==> src/rtl/axi_info_probe_pkg.sv <==
// Shared types and constants for the AXI-Lite info-block probe.
package axi_info_pkg;

    typedef enum logic [1:0] {
        StIdle,
        StAr,
        StR,
        StEmit
    } state_e;

    localparam logic [1:0]  RESP_OKAY     = 2'b00;
    localparam logic [31:0] MAGIC_DEFAULT = 32'h4649_4E4E;

endpackage

==> src/rtl/axi_info_probe_if.sv <==
// AXI-Lite master channels plus the word output stream of the info probe.
interface axi_info_probe_if #(
    parameter int unsigned ADDR_BITS = 5
);

    logic                 m_axi_ARVALID;
    logic                 m_axi_ARREADY;
    logic [ADDR_BITS-1:0] m_axi_ARADDR;
    logic                 m_axi_RVALID;
    logic                 m_axi_RREADY;
    logic [31:0]          m_axi_RDATA;
    logic [1:0]           m_axi_RRESP;
    logic                 m_axi_AWVALID;
    logic                 m_axi_AWREADY;
    logic [ADDR_BITS-1:0] m_axi_AWADDR;
    logic                 m_axi_WVALID;
    logic                 m_axi_WREADY;
    logic [31:0]          m_axi_WDATA;
    logic [3:0]           m_axi_WSTRB;
    logic                 m_axi_BVALID;
    logic                 m_axi_BREADY;
    logic [1:0]           m_axi_BRESP;
    logic                 dat_TVALID;
    logic                 dat_TREADY;
    logic [31:0]          dat_TDATA;
    logic                 dat_TLAST;

    modport master (
        output m_axi_ARVALID, m_axi_ARADDR, m_axi_RREADY,
        output m_axi_AWVALID, m_axi_AWADDR, m_axi_WVALID, m_axi_WDATA, m_axi_WSTRB, m_axi_BREADY,
        output dat_TVALID, dat_TDATA, dat_TLAST,
        input  m_axi_ARREADY, m_axi_RVALID, m_axi_RDATA, m_axi_RRESP,
        input  m_axi_AWREADY, m_axi_WREADY, m_axi_BVALID, m_axi_BRESP,
        input  dat_TREADY
    );

    modport slave (
        input  m_axi_ARVALID, m_axi_ARADDR, m_axi_RREADY,
        input  m_axi_AWVALID, m_axi_AWADDR, m_axi_WVALID, m_axi_WDATA, m_axi_WSTRB, m_axi_BREADY,
        input  dat_TVALID, dat_TDATA, dat_TLAST,
        output m_axi_ARREADY, m_axi_RVALID, m_axi_RDATA, m_axi_RRESP,
        output m_axi_AWREADY, m_axi_WREADY, m_axi_BVALID, m_axi_BRESP,
        output dat_TREADY
    );

endinterface

==> src/rtl/axi_info_probe.sv <==
// Reads N words from an AXI-Lite slave and streams them out, checking word 0 for MAGIC.
// Define AXI_INFO_PROBE_TIMEOUT_EN to add a per-phase watchdog on the AR and R phases.
module axi_info_probe
    import axi_info_pkg::*;
#(
    parameter int unsigned N         = 6,
    parameter int unsigned ADDR_BITS = 5,
    parameter logic [31:0] BASE      = 32'h0,
    parameter logic [31:0] MAGIC     = MAGIC_DEFAULT,
    parameter int unsigned TIMEOUT   = 1024
) (
    input  logic             ap_clk,
    input  logic             ap_rst_n,
    input  logic             start,
    output logic             busy,
    output logic             done,
    output logic             err,
    output logic             sig_ok,
    axi_info_probe_if.master bus
);

    localparam int unsigned   IW       = $clog2(N + 1);
    localparam logic [IW-1:0] LAST_IDX = IW'(N - 1);

    state_e        state_q, state_d;
    logic [IW-1:0] idx_q, idx_d;
    logic [31:0]   tdata_q, tdata_d;
    logic          tlast_q, tlast_d;
    logic          done_q, done_d;
    logic          err_q, err_d;
    logic          sig_ok_q, sig_ok_d;
    logic [31:0]   addr_full;
    logic          ar_hs, r_hs, t_hs;

    // Byte address of the current word; truncation to ADDR_BITS gives legal wrap-around.
    assign addr_full = BASE + (32'(idx_q) << 2);

    assign ar_hs = (state_q == StAr) && bus.m_axi_ARREADY;
    assign r_hs  = (state_q == StR) && bus.m_axi_RVALID;
    assign t_hs  = (state_q == StEmit) && bus.dat_TREADY;

`ifdef AXI_INFO_PROBE_TIMEOUT_EN
    logic [31:0] wd_q, wd_d;
    logic        wd_expired;

    assign wd_expired = (wd_q == TIMEOUT - 1);
`endif

    always_comb begin
        state_d  = state_q;
        idx_d    = idx_q;
        tdata_d  = tdata_q;
        tlast_d  = tlast_q;
        done_d   = 1'b0;
        err_d    = err_q;
        sig_ok_d = sig_ok_q;
`ifdef AXI_INFO_PROBE_TIMEOUT_EN
        wd_d     = wd_q;
`endif
        unique case (state_q)
            StIdle: begin
                if (start) begin
                    err_d    = 1'b0;
                    sig_ok_d = 1'b0;
                    idx_d    = '0;
                    state_d  = StAr;
`ifdef AXI_INFO_PROBE_TIMEOUT_EN
                    wd_d     = '0;
`endif
                end
            end
            StAr: begin
                if (ar_hs) begin
                    state_d = StR;
`ifdef AXI_INFO_PROBE_TIMEOUT_EN
                    wd_d    = '0;
                end else if (wd_expired) begin
                    err_d   = 1'b1;
                    done_d  = 1'b1;
                    state_d = StIdle;
                end else begin
                    wd_d    = wd_q + 32'd1;
`endif
                end
            end
            StR: begin
                if (r_hs) begin
                    tdata_d = bus.m_axi_RDATA;
                    tlast_d = (idx_q == LAST_IDX);
                    if (bus.m_axi_RRESP != RESP_OKAY) begin
                        err_d = 1'b1;
                    end
                    if (idx_q == '0 && bus.m_axi_RDATA == MAGIC && bus.m_axi_RRESP == RESP_OKAY) begin
                        sig_ok_d = 1'b1;
                    end
                    state_d = StEmit;
`ifdef AXI_INFO_PROBE_TIMEOUT_EN
                end else if (wd_expired) begin
                    err_d   = 1'b1;
                    done_d  = 1'b1;
                    state_d = StIdle;
                end else begin
                    wd_d    = wd_q + 32'd1;
`endif
                end
            end
            StEmit: begin
                if (t_hs) begin
                    if (idx_q != LAST_IDX) begin
                        idx_d   = idx_q + 1'b1;
                        state_d = StAr;
`ifdef AXI_INFO_PROBE_TIMEOUT_EN
                        wd_d    = '0;
`endif
                    end else begin
                        done_d  = 1'b1;
                        state_d = StIdle;
                    end
                end
            end
            default: state_d = StIdle;
        endcase
    end

    always_ff @(posedge ap_clk) begin
        if (!ap_rst_n) begin
            state_q  <= StIdle;
            idx_q    <= '0;
            tdata_q  <= '0;
            tlast_q  <= 1'b0;
            done_q   <= 1'b0;
            err_q    <= 1'b0;
            sig_ok_q <= 1'b0;
`ifdef AXI_INFO_PROBE_TIMEOUT_EN
            wd_q     <= '0;
`endif
        end else begin
            state_q  <= state_d;
            idx_q    <= idx_d;
            tdata_q  <= tdata_d;
            tlast_q  <= tlast_d;
            done_q   <= done_d;
            err_q    <= err_d;
            sig_ok_q <= sig_ok_d;
`ifdef AXI_INFO_PROBE_TIMEOUT_EN
            wd_q     <= wd_d;
`endif
        end
    end

    assign busy   = (state_q != StIdle);
    assign done   = done_q;
    assign err    = err_q;
    assign sig_ok = sig_ok_q;

    assign bus.m_axi_ARVALID = (state_q == StAr);
    assign bus.m_axi_ARADDR  = addr_full[ADDR_BITS-1:0];
    assign bus.m_axi_RREADY  = (state_q == StR);
    assign bus.dat_TVALID    = (state_q == StEmit);
    assign bus.dat_TDATA     = tdata_q;
    assign bus.dat_TLAST     = tlast_q;

    // Read-only master: write channels are permanently idle.
    assign bus.m_axi_AWVALID = 1'b0;
    assign bus.m_axi_AWADDR  = '0;
    assign bus.m_axi_WVALID  = 1'b0;
    assign bus.m_axi_WDATA   = '0;
    assign bus.m_axi_WSTRB   = '0;
    assign bus.m_axi_BREADY  = 1'b1;

    logic unused_in;
`ifdef AXI_INFO_PROBE_TIMEOUT_EN
    assign unused_in = ^{bus.m_axi_AWREADY, bus.m_axi_WREADY, bus.m_axi_BVALID, bus.m_axi_BRESP,
                         addr_full[31:ADDR_BITS]};
`else
    logic [31:0] unused_timeout;
    assign unused_timeout = TIMEOUT;
    assign unused_in = ^{bus.m_axi_AWREADY, bus.m_axi_WREADY, bus.m_axi_BVALID, bus.m_axi_BRESP,
                         addr_full[31:ADDR_BITS], unused_timeout};
`endif

endmodule

==> src/flat_wrapper.sv <==
// flat-port wrapper written by rule: the top's interface ports become plain ports
module axi_info_probe_flat import axi_info_pkg::*;
#(
    parameter int unsigned N         = 6,
    parameter int unsigned ADDR_BITS = 5,
    parameter logic [31:0] BASE      = 32'h0,
    parameter logic [31:0] MAGIC     = MAGIC_DEFAULT,
    parameter int unsigned TIMEOUT   = 1024
)
  (ap_clk, ap_rst_n, start, busy, done, err, sig_ok, bus_m_axi_ARVALID, bus_m_axi_ARADDR, bus_m_axi_RREADY, bus_m_axi_AWVALID, bus_m_axi_AWADDR, bus_m_axi_WVALID, bus_m_axi_WDATA, bus_m_axi_WSTRB, bus_m_axi_BREADY, bus_dat_TVALID, bus_dat_TDATA, bus_dat_TLAST, bus_m_axi_ARREADY, bus_m_axi_RVALID, bus_m_axi_RDATA, bus_m_axi_RRESP, bus_m_axi_AWREADY, bus_m_axi_WREADY, bus_m_axi_BVALID, bus_m_axi_BRESP, bus_dat_TREADY);
  axi_info_probe_if #(.ADDR_BITS(ADDR_BITS)) bus_i ();
  input  logic ap_clk;
  input  logic ap_rst_n;
  input  logic start;
  output logic busy;
  output logic done;
  output logic err;
  output logic sig_ok;
  output wire logic [$bits(bus_i.m_axi_ARVALID)-1:0] bus_m_axi_ARVALID;
  output wire logic [$bits(bus_i.m_axi_ARADDR)-1:0] bus_m_axi_ARADDR;
  output wire logic [$bits(bus_i.m_axi_RREADY)-1:0] bus_m_axi_RREADY;
  output wire logic [$bits(bus_i.m_axi_AWVALID)-1:0] bus_m_axi_AWVALID;
  output wire logic [$bits(bus_i.m_axi_AWADDR)-1:0] bus_m_axi_AWADDR;
  output wire logic [$bits(bus_i.m_axi_WVALID)-1:0] bus_m_axi_WVALID;
  output wire logic [$bits(bus_i.m_axi_WDATA)-1:0] bus_m_axi_WDATA;
  output wire logic [$bits(bus_i.m_axi_WSTRB)-1:0] bus_m_axi_WSTRB;
  output wire logic [$bits(bus_i.m_axi_BREADY)-1:0] bus_m_axi_BREADY;
  output wire logic [$bits(bus_i.dat_TVALID)-1:0] bus_dat_TVALID;
  output wire logic [$bits(bus_i.dat_TDATA)-1:0] bus_dat_TDATA;
  output wire logic [$bits(bus_i.dat_TLAST)-1:0] bus_dat_TLAST;
  input wire logic [$bits(bus_i.m_axi_ARREADY)-1:0] bus_m_axi_ARREADY;
  input wire logic [$bits(bus_i.m_axi_RVALID)-1:0] bus_m_axi_RVALID;
  input wire logic [$bits(bus_i.m_axi_RDATA)-1:0] bus_m_axi_RDATA;
  input wire logic [$bits(bus_i.m_axi_RRESP)-1:0] bus_m_axi_RRESP;
  input wire logic [$bits(bus_i.m_axi_AWREADY)-1:0] bus_m_axi_AWREADY;
  input wire logic [$bits(bus_i.m_axi_WREADY)-1:0] bus_m_axi_WREADY;
  input wire logic [$bits(bus_i.m_axi_BVALID)-1:0] bus_m_axi_BVALID;
  input wire logic [$bits(bus_i.m_axi_BRESP)-1:0] bus_m_axi_BRESP;
  input wire logic [$bits(bus_i.dat_TREADY)-1:0] bus_dat_TREADY;
  assign bus_m_axi_ARVALID = bus_i.m_axi_ARVALID;
  assign bus_m_axi_ARADDR = bus_i.m_axi_ARADDR;
  assign bus_m_axi_RREADY = bus_i.m_axi_RREADY;
  assign bus_m_axi_AWVALID = bus_i.m_axi_AWVALID;
  assign bus_m_axi_AWADDR = bus_i.m_axi_AWADDR;
  assign bus_m_axi_WVALID = bus_i.m_axi_WVALID;
  assign bus_m_axi_WDATA = bus_i.m_axi_WDATA;
  assign bus_m_axi_WSTRB = bus_i.m_axi_WSTRB;
  assign bus_m_axi_BREADY = bus_i.m_axi_BREADY;
  assign bus_dat_TVALID = bus_i.dat_TVALID;
  assign bus_dat_TDATA = bus_i.dat_TDATA;
  assign bus_dat_TLAST = bus_i.dat_TLAST;
  assign bus_i.m_axi_ARREADY = bus_m_axi_ARREADY;
  assign bus_i.m_axi_RVALID = bus_m_axi_RVALID;
  assign bus_i.m_axi_RDATA = bus_m_axi_RDATA;
  assign bus_i.m_axi_RRESP = bus_m_axi_RRESP;
  assign bus_i.m_axi_AWREADY = bus_m_axi_AWREADY;
  assign bus_i.m_axi_WREADY = bus_m_axi_WREADY;
  assign bus_i.m_axi_BVALID = bus_m_axi_BVALID;
  assign bus_i.m_axi_BRESP = bus_m_axi_BRESP;
  assign bus_i.dat_TREADY = bus_dat_TREADY;
  axi_info_probe #(.N(N), .ADDR_BITS(ADDR_BITS), .BASE(BASE), .MAGIC(MAGIC), .TIMEOUT(TIMEOUT)) u_core (.ap_clk(ap_clk), .ap_rst_n(ap_rst_n), .start(start), .busy(busy), .done(done), .err(err), .sig_ok(sig_ok), .bus(bus_i));
endmodule
==> config.mk <==
export PLATFORM = sky130hd
export DESIGN_NAME = axi_info_probe_flat
export DESIGN_NICKNAME = d
export VERILOG_FILES = /design/src/rtl/axi_info_probe_pkg.sv /design/src/rtl/axi_info_probe_if.sv /design/src/rtl/axi_info_probe.sv /design/src/flat_wrapper.sv
export SDC_FILE = /design/constraint.sdc
export NUM_CORES = 1
export LEC_CHECK = 0
export CAP_MARGIN = 20
export CORE_MARGIN = 4
export CORE_UTILIZATION = 40
export DETAILED_ROUTE_END_ITERATION = 8
export HOLD_SLACK_MARGIN = 0.02
export PLACE_DENSITY = 0.86
export SETUP_SLACK_MARGIN = 0.3
export SYNTH_ARGS = -nofsm -noshare
export SYNTH_HDL_FRONTEND = slang
export SYNTH_SLANG_ARGS = --single-unit
==> constraint.sdc <==
create_clock -name ap_clk -period 2.65 [get_ports ap_clk]
set_clock_uncertainty 0.15 [all_clocks]
set_input_delay 0.53 -clock ap_clk [delete_from_list [all_inputs] [get_ports ap_clk]]
set_output_delay 0.53 -clock ap_clk [all_outputs]
set_load 0.02 [all_outputs]
==> flow_metrics.py <==
metrics = {
    "outcome": {
        "outcome": "complete, no violations",
    },
    "layout": {
        "fin_cells": 411,
        "finalInstanceArea_mm2": 0.00302,
        "area_growth_pct": 38.1,
        "fin_nets": 393,
        "final_layout_size_suffix_gt1_share_pct": 6.74,
        "diodes": 0,
    },
    "route": {
        "drc_errors": 0,
        "wl_per_cell_um": 12.4,
        "initialDrtViolationCount": 32,
        "wirelength_um": 5080,
        "vias": 1829,
        "ant_nets": 0,
        "firstDrtPassIters": 4,
        "avgViaCountPerCell": 4.45,
    },
    "place": {
        "dp_cells": 403,
        "finalWeightedCongestion": 0.822,
        "dpl_worst_slack_ns": 0.480,
        "dpl_cell_area_mm2": 0.00291,
        "portBuffers": 82,
        "place_hpwl_um": 4070,
    },
    "clock_network": {
        "cts-root-buf": "clkbuf_8",
        "cts_inserted_buffers": 5,
        "cts_tree": "done",
        "clk_pin_slew_ns": 0.08,
        "worst_skew_pair.late_latency_ns": 0.29,
        "cts_buffer_depth": 2,
        "cts.sinks": 41,
        "cts_setup_buffers": 0,
        "htreeDepth": 2,
    },
    "flow_run": {
        "drv_cap": 0,
    },
    "yosys": {
        "synthFlopType": "dfxtp_1",
        "ys_ff_latch": 41,
        "synth.area.top_cells": "dfxtp_1, buf_4, nand2_1",
        "yosysMostFrequentCell": "nand2_1",
        "synth_common_cells": "nand2_1, buf_4, dfxtp_1",
        "avgSynthCellArea_um2": 8.48,
        "synth-seq-area-share_pct": 37.5,
        "ys_warn_count": 0,
        "synth_top_area_share_pct": 37.5,
        "synth_cell_types": 37,
        "async_reset_ff_share_pct": 0,
        "synth_top_area_cell": "dfxtp_1",
        "synthCells": 258,
        "synth_edf_count": 0,
        "syn_area_mm2": 0.00219,
    },
    "critical_path": {
        "worst_ep_required_time_ns": 1.97,
        "rr_endpoint": "u_core.idx_q[1]",
        "start_kind": "flop",
        "worst-r2r-setup-slack_ns": 0.93,
        "crit_fanout": 5,
        "reg2reg_depth": 6,
        "critical_path_arrival_ns": 1.56,
        "worstReg2RegStart": "u_core.state_q[0]",
        "end_kind": "output port",
        "critical_path_class": "flop to output port",
    },
    "min_path": {
        "worstHoldPathCells": 2,
        "min-delay-start": "u_core.bus.dat_TDATA[27]",
        "min_path_type": "flop to flop",
        "hold_end": "u_core.bus.dat_TDATA[27]",
    },
    "grt": {
        "grt-ovfl-total": 0,
        "grt_use_total_pct": 15.1,
        "grt_pass1_wl_um": 7750,
        "antenna_found_initial": 0,
        "grt_pass1_vias": 1665,
        "grt_start_max_net_pins": 24,
    },
    "die": {
        "die_width_um": 82.0,
        "initial_core_util_pct": 42.0,
        "io_pins": 134,
        "rows": 26,
        "fp.dieH_um": 82.0,
        "die-area_mm2": 0.00672,
        "core_area_mm2": 0.00520,
    },
    "timing": {
        "max_freq_ghz": 0.447,
        "setup_ws_ns": 0.414,
        "rsz0062_at_grt": "false",
        "final-hold-violation-count": 0,
        "period_needed_ns": 2.24,
        "fin_crit_sh_pct": 84.4,
        "setup_tns_ns": 0,
        "setup_viol": 0,
        "slew_violations": 0,
    },
    "pwr": {
        "p_per_area_mw_per_mm2": 705,
        "leakage_nw": 1.17,
        "max-vdd-ir-drop_v": 0.000538,
        "fin_total_pwr_mw": 2.13,
    },
}
[power by group]
part	total, mW	internal (mW)	switching [mW]
Sequential	0.754	0.699	0.0548
Combinational	0.858	0.372	0.486
Clock	0.517	0.307	0.210
[critical path: stages, from the launching register on]
cell and delay (ns):
dfxtp_1 0.35, inv_1 0.11, ha_1 0.18, clkdlybuf4s50_1 0.61
[metrics by stage]
stage               hold slack (ns)  utilization, %
global route                  0.325            58.1
finish                        0.302            58.1
floorplan                     0.383               -
detailed placement            0.294            55.9
CTS                           0.305            58.1
global placement              0.290            55.9
[cells in the final DEF (no fill, tap or decap), drive strengths merged, types with 2 or more instances in the layout]
cell type / n
buf: 6
and4b: 2
mux2i: 3
ha: 8
a21bo: 2
clkbuf: 7
and2: 2
nand3: 2
nand2: 68
dlygate4sd2: 3
nor2: 5
o21ai: 3
o21a: 3
conb: 46
inv: 6
a21boi: 32
clkdlybuf4s50: 79
dfxtp: 41
nand2b: 3
nor4b: 4
a21oi: 3
[cell type report]
cell class                      instances  area, um2
Fill cell                             499       2180
Multi-Input combinational cell        198       1110
Timing Repair Buffer                   88        862
Sequential cell                        41        821
Tap cell                               70       87.6
Clock buffer                            7       86.3
Clock inverter                          1       30.0
Inverter                                6       22.5
[worst max path at each step]
stage                                    from           endpoint  slack [ns]  cells past startpoint
after detailed placement  bus_m_axi_RDATA[25]      u_core.sig_ok        0.48                      5
after global routing        u_core.state_q[1]  bus_m_axi_ARVALID        0.35                      3
final                       u_core.state_q[1]  bus_m_axi_ARVALID        0.41                      3
after CTS                   u_core.state_q[1]  bus_m_axi_ARVALID        0.41                      3
after floorplan               u_core.idx_q[1]    u_core.idx_q[1]        0.97                      6
after global placement    bus_m_axi_RDATA[25]      u_core.sig_ok        0.52                      5
[routing by layer]
metal  up-vias  wire [um]  global-route usage (%)  share of wire, %
met5         -          0                       0                 0
met4         0         63                    4.49               1.2
met3         7        481                    4.82               9.5
met2        83       2480                    26.7                49
met1       822       2060                    17.2                41
li1        917          -                       -                 -
[repair_timing]
| action | in CTS | in global routing |
|---|---|---|
| endpoints found under the hold margin | 0 | 0 |
| hold buffers | 0 | 0 |
| resized for setup | 3 | 0 |
| endpoints found under the setup margin | 3 | 0 |
[sequential cells by signal (all words and copies together) (netlist names)]
signal	cells
u_core.bus.dat_TDATA	32
u_core.bus.dat_TLAST	1
u_core.done	1
u_core.err	1
u_core.idx_q	3
u_core.sig_ok	1
u_core.state_q	2
[kinds of logic after synthesis]
| kind of cell | count (synthesis) | synth area share (%) |
|---|---|---|
| AO/OA/AOI/OAI | 47 | 16.0 |
| XOR/XNOR | 1 | 0.400 |
| adder cells (fa/ha/maj) | 8 | 4.57 |
| buffers and inverters | 63 | 19.2 |
| flip-flops | 41 | 37.5 |
| multiplexers | 3 | 1.37 |
| other | 2 | 0.343 |
| AND/OR/NAND/NOR | 93 | 20.6 |
Power figures use the tool's default switching activity.
